===== config.mk =====
export PLATFORM = sky130hd
export DESIGN_NAME = regfile_sb
export DESIGN_NICKNAME = d
export VERILOG_FILES = /design/src/rtl/regfile_sb.sv
export SDC_FILE = /design/constraint.sdc
export NUM_CORES = 2
export LEC_CHECK = 0
export CAP_MARGIN = 20
export CELL_PAD_IN_SITES_DETAIL_PLACEMENT = 1
export CELL_PAD_IN_SITES_GLOBAL_PLACEMENT = 1
export CORE_UTILIZATION = 52
export DETAILED_ROUTE_END_ITERATION = 10
export HOLD_SLACK_MARGIN = 0.08
export PLACE_DENSITY = 0.9
export SETUP_SLACK_MARGIN = 0.2
export SKIP_CTS_REPAIR_TIMING = 1
export SLEW_MARGIN = 20
export SYNTH_ARGS = -nofsm -noshare
export SYNTH_HDL_FRONTEND = slang
export SYNTH_SLANG_ARGS = --single-unit

===== constraint.sdc =====
create_clock -name clk -period 29.8 [get_ports clk]
set_input_delay 4.47 -clock clk [delete_from_list [all_inputs] [get_ports clk]]
set_output_delay 4.47 -clock clk [all_outputs]
set_load 0.01 [all_outputs]

===== src/rtl/regfile_sb.sv =====
// regfile_sb: general-purpose register file with a scoreboard of busy bits.
// The top architectural index is the program counter. It is never stored:
// reads of it return the r15 input (PC+8), and writes or claims to it are
// dropped. Port A carries ALU/load results. Port B carries long-latency
// results and also retires the scoreboard entry of its target. A claim marks
// a register busy when a long-latency op issues. Reads are combinational and
// can optionally forward same-cycle write data.

module regfile_sb #(
  parameter int WIDTH  = 32,
  parameter int AW     = 4,
  parameter bit BYPASS = 1'b1
) (
  input  logic              clk,
  input  logic              reset,

  // read ports
  input  logic [AW-1:0]     ra1,
  input  logic [AW-1:0]     ra2,
  output logic [WIDTH-1:0]  rd1,
  output logic [WIDTH-1:0]  rd2,
  output logic              rd1_busy,
  output logic              rd2_busy,
  input  logic [WIDTH-1:0]  r15,

  // write port A (ALU / load)
  input  logic              we3,
  input  logic [AW-1:0]     wa3,
  input  logic [WIDTH-1:0]  wd3,

  // write port B (long-latency result, retires the busy bit)
  input  logic              we4,
  input  logic [AW-1:0]     wa4,
  input  logic [WIDTH-1:0]  wd4,

  // scoreboard claim at issue
  input  logic              claim,
  input  logic [AW-1:0]     claim_addr,

  output logic [2**AW-1:0]  busy_vec,
  output logic              wr_conflict
);

  localparam int          NREG   = 2 ** AW;
  localparam int          NSTORE = NREG - 1;
  localparam logic [AW-1:0] PC_IDX = {AW{1'b1}};

  // --------------------------------------------------------------------------
  // State
  // --------------------------------------------------------------------------
  logic [WIDTH-1:0]  rf [NSTORE];
  logic [NSTORE-1:0] busy_q;
  logic              conflict_q;

  // --------------------------------------------------------------------------
  // Qualified requests: anything aimed at the PC index is dropped here so the
  // per-register logic below never has to think about it.
  // --------------------------------------------------------------------------
  logic wr_a;
  logic wr_b;
  logic claim_ok;
  logic conflict_now;

  assign wr_a         = we3   && (wa3 != PC_IDX);
  assign wr_b         = we4   && (wa4 != PC_IDX);
  assign claim_ok     = claim && (claim_addr != PC_IDX);
  assign conflict_now = wr_a && wr_b && (wa3 == wa4);

  // --------------------------------------------------------------------------
  // Per-register write selects and next busy state
  // --------------------------------------------------------------------------
  logic [NSTORE-1:0] sel_a;
  logic [NSTORE-1:0] sel_b;
  logic [NSTORE-1:0] sel_claim;
  logic [NSTORE-1:0] busy_d;

  // Decode the three request addresses into one-hot per-register selects.
  always_comb begin
    // NOTE: every output of a combinational block gets a default before any
    // conditional assignment; a path that leaves one unassigned infers a latch.
    sel_a     = '0;
    sel_b     = '0;
    sel_claim = '0;
    for (int i = 0; i < NSTORE; i++) begin
      sel_a[i]     = wr_a     && (wa3        == AW'(i));
      sel_b[i]     = wr_b     && (wa4        == AW'(i));
      sel_claim[i] = claim_ok && (claim_addr == AW'(i));
    end
  end

  // Busy update: port B retires an entry, a claim sets one; a claim on the
  // same register in the same cycle wins over the retire. Port A never
  // touches the scoreboard.
  always_comb begin
    busy_d = busy_q;
    for (int i = 0; i < NSTORE; i++) begin
      if (sel_b[i])     busy_d[i] = 1'b0;
      if (sel_claim[i]) busy_d[i] = 1'b1;
    end
  end

  // Register storage: port B wins when both ports target the same register.
  always_ff @(posedge clk or posedge reset) begin
    if (reset) begin
      // NOTE: the array is cleared by reset on purpose so every register reads
      // 0 as soon as reset is asserted; this keeps it in flops, not in a RAM.
      for (int i = 0; i < NSTORE; i++) begin
        // NOTE: state is assigned with <= so every flop samples pre-edge values
        // regardless of statement order.
        rf[i] <= '0;
      end
    end else begin
      for (int i = 0; i < NSTORE; i++) begin
        if (sel_b[i]) begin
          rf[i] <= wd4;
        end else if (sel_a[i]) begin
          rf[i] <= wd3;
        end
      end
    end
  end

  // Scoreboard register.
  always_ff @(posedge clk or posedge reset) begin
    if (reset) begin
      busy_q <= '0;
    end else begin
      busy_q <= busy_d;
    end
  end

  // Sticky record that both ports hit the same register in one cycle.
  always_ff @(posedge clk or posedge reset) begin
    if (reset) begin
      conflict_q <= 1'b0;
    end else if (conflict_now) begin
      conflict_q <= 1'b1;
    end
  end

  assign busy_vec    = {1'b0, busy_q};
  assign wr_conflict = conflict_q;

  // --------------------------------------------------------------------------
  // Read ports. Both ports share the same logic, so it is written once over a
  // small array of port indices.
  // --------------------------------------------------------------------------
  logic [AW-1:0]    ra_p   [2];
  logic [WIDTH-1:0] rd_p   [2];
  logic             busy_p [2];

  assign ra_p[0] = ra1;
  assign ra_p[1] = ra2;

  for (genvar p = 0; p < 2; p++) begin : g_read
    // PC reads return r15; reads during reset return 0 with no forwarding;
    // otherwise stored data, optionally overridden by same-cycle writes.
    always_comb begin
      rd_p[p]   = '0;
      busy_p[p] = 1'b0;
      if (ra_p[p] == PC_IDX) begin
        rd_p[p] = r15;
      end else if (!reset) begin
        rd_p[p]   = rf[ra_p[p]];
        busy_p[p] = busy_q[ra_p[p]];
        if (BYPASS) begin
          if (we4 && (wa4 == ra_p[p])) begin
            rd_p[p] = wd4;
          end else if (we3 && (wa3 == ra_p[p])) begin
            rd_p[p] = wd3;
          end
          // A retire this cycle is forwarded unless a claim re-marks it.
          if (we4 && (wa4 == ra_p[p]) && !(claim && (claim_addr == ra_p[p]))) begin
            busy_p[p] = 1'b0;
          end
        end
      end
    end
  end

  assign rd1      = rd_p[0];
  assign rd2      = rd_p[1];
  assign rd1_busy = busy_p[0];
  assign rd2_busy = busy_p[1];

endmodule


# Yosys cells after proc, flatten, opt, wreduce, memory -nomap -nowiden
# Cells that the tools add are included.
totals:
  reg_bits: 496
  wordCells: 268
op_classes:
  order_cmp: 4
  n_eq_ne: 54
  muxes: 84
  n_bitwise: 2
  n_reduce_logical: 93
ops:
  columns: ["cell", "n"]
  rows:
  - ["$mux 32", 42]
  - ["$bmux 32 s4", 2]
  - ["$eq 4x4->1 const B", 23]
  - ["$reduce_bool 2->1", 30]
  - ["$logic_and 1x1->1", 58]
  - ["$eq 4x3->1 const B", 12]
  - ["$mux 1", 38]
  - ["$eq 4x4->1", 7]
  - ["$eq 4x2->1 const B", 6]
  - ["$eq 4x1->1 const B", 3]
  - ["$logic_not 4->1", 3]
  - ["$ne 4x4->1 const B", 3]
  - ["$ge 5x5->1 const B", 2]
  - ["$lt 4x5->1 const B", 2]
  - ["$not 4->5", 2]
  - ["$bmux 1 s4", 2]
  - ["$logic_not 1->1", 2]

# Logic depth before layout (Yosys ltp)
depth:
  ltp_word: 8
  depth_mapped: 9

# Least setup slack after synthesis
# No wires, ideal clock.
synth_path:
  path_type: "input port to output port"
  from: "input port reset"
  to: "output port rd1[0]"
  arrival_ns: 16.762
  required_ns: 25.330
  slack_ns: 8.568
  cell_stages: 6
  n_path_buf: 1
  cell_sequence: "inv_1 -> nand2_1 -> a31oi_2 -> clkbuf_1 -> o211ai_1 -> nand4_1"
synth_between:
  elab_chain_len: 2
synth_lines:
  columns: ["item", "line_no", "source"]
  rows:
  - ["start, declared", "15", "input logic reset,"]
  - ["$mux 32", "163", "end else if (!reset) begin"]
  - ["$mux 32", "161", "if (ra_p[p] == PC_IDX) begin"]
  - ["end, declared", "20", "output logic [WIDTH-1:0] rd1,"]
# No other way between the ends.

# Final worst setup path
layout_path:
  from: "input port reset"
  to: "output port rd1[31]"
# The elaborated chain is that of the path after synthesis.

==> results by group <==
Status
  • Status: finished clean

Clock tree
  • Clk root buf: clkbuf_16
  • CTS H-Tree Depth: 2
  • Register clock-pin slew on the reported worst setup and hold paths: approximately 0.060 ns
  • Clk sinks: slightly below 500
  • TritonCTS clock tree: built
  • Clock latency on the worst-skew pair: 0.63 ns
  • TritonCTS buffer count: between 50 and 60
  • CTS max path bufs: 3

Die
  • I/O pins: 204
  • FP Rows: between 90 and 100
  • Die Wd: approximately 260 um
  • Starting density of the core: between 50% and 60%
  • Placeable Area: 0.0633 mm^2
  • Die footprint: ~0.065 mm^2
  • Die Y: around 260 um

Setup path
  • WS Path Type: input pin to output port
  • Crit. End Element: output port
  • Worst EP arrival: between 8 and 9 ns
  • Crit-path most repeated cell: clkdlybuf4s50_1
  • Crit start category: input pin
  • Worst path slowest cell: a31oi_4
  • Critical path peak fanout: about 140
  • Crit-path cells: clkdlybuf4s50_1 -> inv_8 -> nand2_1 -> a31oi_4 -> buf_4 -> nand3_1 -> nand4_1 -> clkdlybuf4s50_1
  • CP required: between 20 and 30 ns
  • Crit path largest cell delay: 1.00 ns

STA
  • RSZ-0062 raised after global routing: false
  • Setup TNS: 0 ns
  • Clk_skew: 0 ns
  • Worst Max-Slew Pin Slew: around 1.2 ns
  • Max Freq: roughly 0.076 GHz
  • Slew Limit Fails: 0
  • Slew HR: approximately 17%
  • Tcrit/Tclk final: ~44%
  • Final setup viols: 0
  • Final hold violation count: 0
  • Final Critical Period: about 13 ns

Cells and area
  • Nets: 3426
  • FF/Latch Area: approximately 0.012 mm^2
  • Share of layout cells above drive strength 1: between 10% and 20%
  • Most common cell after layout, fill and taps aside: mux2i_1
  • # fillers: around 6800
  • Area added between synthesis and finish: 11.1%
  • Most frequent cells in the layout: mux2i_1 (603), dfrtp_1 (496), a21oi_1 (327), nor2_1 (301), nand2_1 (299)
  • Multi-input combinational cell area: between 0.015 and 0.02 mm^2
  • Post-Layout Inst Area: between 0.03 and 0.04 mm^2

Yosys
  • Post-synth top area share: between 30% and 40%
  • #FFs+latches synth: roughly 500
  • Post-synth EDFFs: 0
  • Synth Instances: between 3000 and 4000
  • Post-Syn Area: 0.0334 mm^2
  • Avg Inst Size Synth: approximately 9.7 um^2
  • Synth Flop Type: dfrtp_1
  • Fraction of registers with async set/reset: 100%
  • Dominant cells by area after synthesis: dfrtp_1 (37%), mux2i_1 (18%), mux4_2 (11%), a21oi_1 (4.9%), nor2_1 (3.4%)
  • Yosys warnings: 0
  • Syn nets: around 3600
  • Area leader, netlist: dfrtp_1
  • Post-synthesis sequential area ratio: between 30% and 40%
  • Synth unique cells: 56

GRT
  • Pin count of the biggest net entering global routing: roughly 170
  • First-pass GRT wire length: roughly 220 mm
  • Total grt overflow: 0
  • Initial antenna violation count: 7
  • Vias in the first global route: roughly 35000
  • GRT Total Usage: 44.5%

Power
  • Leakage: 15.2 nW
  • PwrDens: ~66 mW/mm^2
  • Worst VDD drop: roughly 0.05 mV
  • Pwr Total: approximately 2.5 mW

Detailed routing
  • Final WL: ~150 mm
  • Antenna-violating nets left: 0
  • First-pass iteration count of the detailed router: 7
  • Vias: between 30000 and 40000
  • Initial DRC Count: around 5300
  • DR WL/cell: ~35 um
  • Vias per cell: approximately 7.8
  • DRC viols: 0

Hold path
  • Worst Hold Class: register to register

Placed design
  • Placed cell area: ~0.035 mm^2
  • Port Buffers: between 200 and 250
  • Final GP Congestion: a little under 0.9
  • HPWL Detailed: ~84 mm

Run
  • Max cap viols: 0
==> critical path, delay by kind of cell <==
kind / cells / cell delay, ns
AND/OR/NAND/NOR: 3 / 0.68
AO/OA/AOI/OAI: 1 / 1.00
buffers and inverters: 4 / 2.45
==> per-stage QoR <==
| stage | hold slack [ns] | utilization [%] | setup WS (ns) | instances |
|---|---|---|---|---|
| floorplan | 0.503 | - | 8.57 | 3431 |
| global placement | 0.472 | 55.4 | 16.81 | 4089 |
| detailed placement | 0.486 | 55.4 | 16.80 | 4090 |
| CTS | 0.499 | 58.5 | 16.74 | 4190 |
| global route | 0.526 | 58.7 | 16.47 | 4196 |
| finish | 0.506 | 58.7 | 16.64 | 4197 |
==> area by class of cell <==
type                    instances  share of cell area, %
diodes                          4                 0.0270
clock buffers                  73                   4.35
clock inverters                27                  0.940
inverters                      43                  0.455
multi-input cells            2441                   51.0
flip-flops and latches        496                   33.4
well taps                     846                   2.85
repair buffers                267                   6.98
==> metal layers <==
| layer | vias to the layer above | routed length [um] | global-route usage, % | share of wire (%) |
|---|---|---|---|---|
| met3 | 1032 | 19400 | 14.6 | 13 |
| met2 | 3090 | 65800 | 67.0 | 45 |
| li1 | 12300 | - | - | - |
| met1 | 16200 | 49900 | 52.8 | 34 |
| met5 | - | 25 | 0 | 0.017 |
| met4 | 4 | 12600 | 34.8 | 8.5 |
==> where the power goes <==
group	switching (mW)	internal, mW	total (mW)
sequential	0.174	0.845	1.02
combinational	0.361	0.324	0.686
clock	0.310	0.449	0.759
total	0.846	1.62	2.46
==> cells in the mapped netlist, drive strengths merged, types with 4 or more instances <==
library cell  number
mux2i            603
dfrtp            496
a21oi            327
nor2             314
nand2            304
clkbuf           243
o21ai            209
buf              208
mux4             170
o211ai            93
nand3             73
o221ai            62
a22oi             61
inv               43
nand4             34
and3              33
a22o              30
a32oi             30
xnor2             15
xor2              12
nand2b             9
nor3               8
nor2b              6
o22ai              6
and2               5
nand3b             5
nor3b              4
o32ai              4
or2                4
==> cells by family (layout without fill, tap and decap cells) <==
kind of cell,after synthesis,count (layout),synth area share [%]
AOI/OAI and AO/OA,833,833,15.4
and+or+nand+nor,807,807,10.4
muxes,773,773,29.5
DFF,496,496,37.1
buffers and inverters,494,410,6.78
xor gates and xnor gates,27,27,0.708
other,1,5,0.0112
==> final timing paths <==
kind | end | start | slack, ns | cells past startpoint
max | rd1[31] | reset | 16.64 | 8
min | wr_conflict$_DFFE_PP0P_ | wr_conflict$_DFFE_PP0P_ | 0.51 | 1
max reg2reg | rf[52]$_DFFE_PP0P_ | rf[52]$_DFFE_PP0P_ | 28.74 | 2
min reg2reg | wr_conflict$_DFFE_PP0P_ | wr_conflict$_DFFE_PP0P_ | 0.51 | 1
max in group asynchronous | rf[236]$_DFFE_PP0P_ | reset | 22.88 | 4
min in group asynchronous | rf[476]$_DFFE_PP0P_ | reset | 4.65 | 2
==> state kept, by name, summed over array words and instances, names as in the netlist <==
name         flops
busy_q          15
rf             480
wr_conflict      1
(Power assumes the default switching activity.)
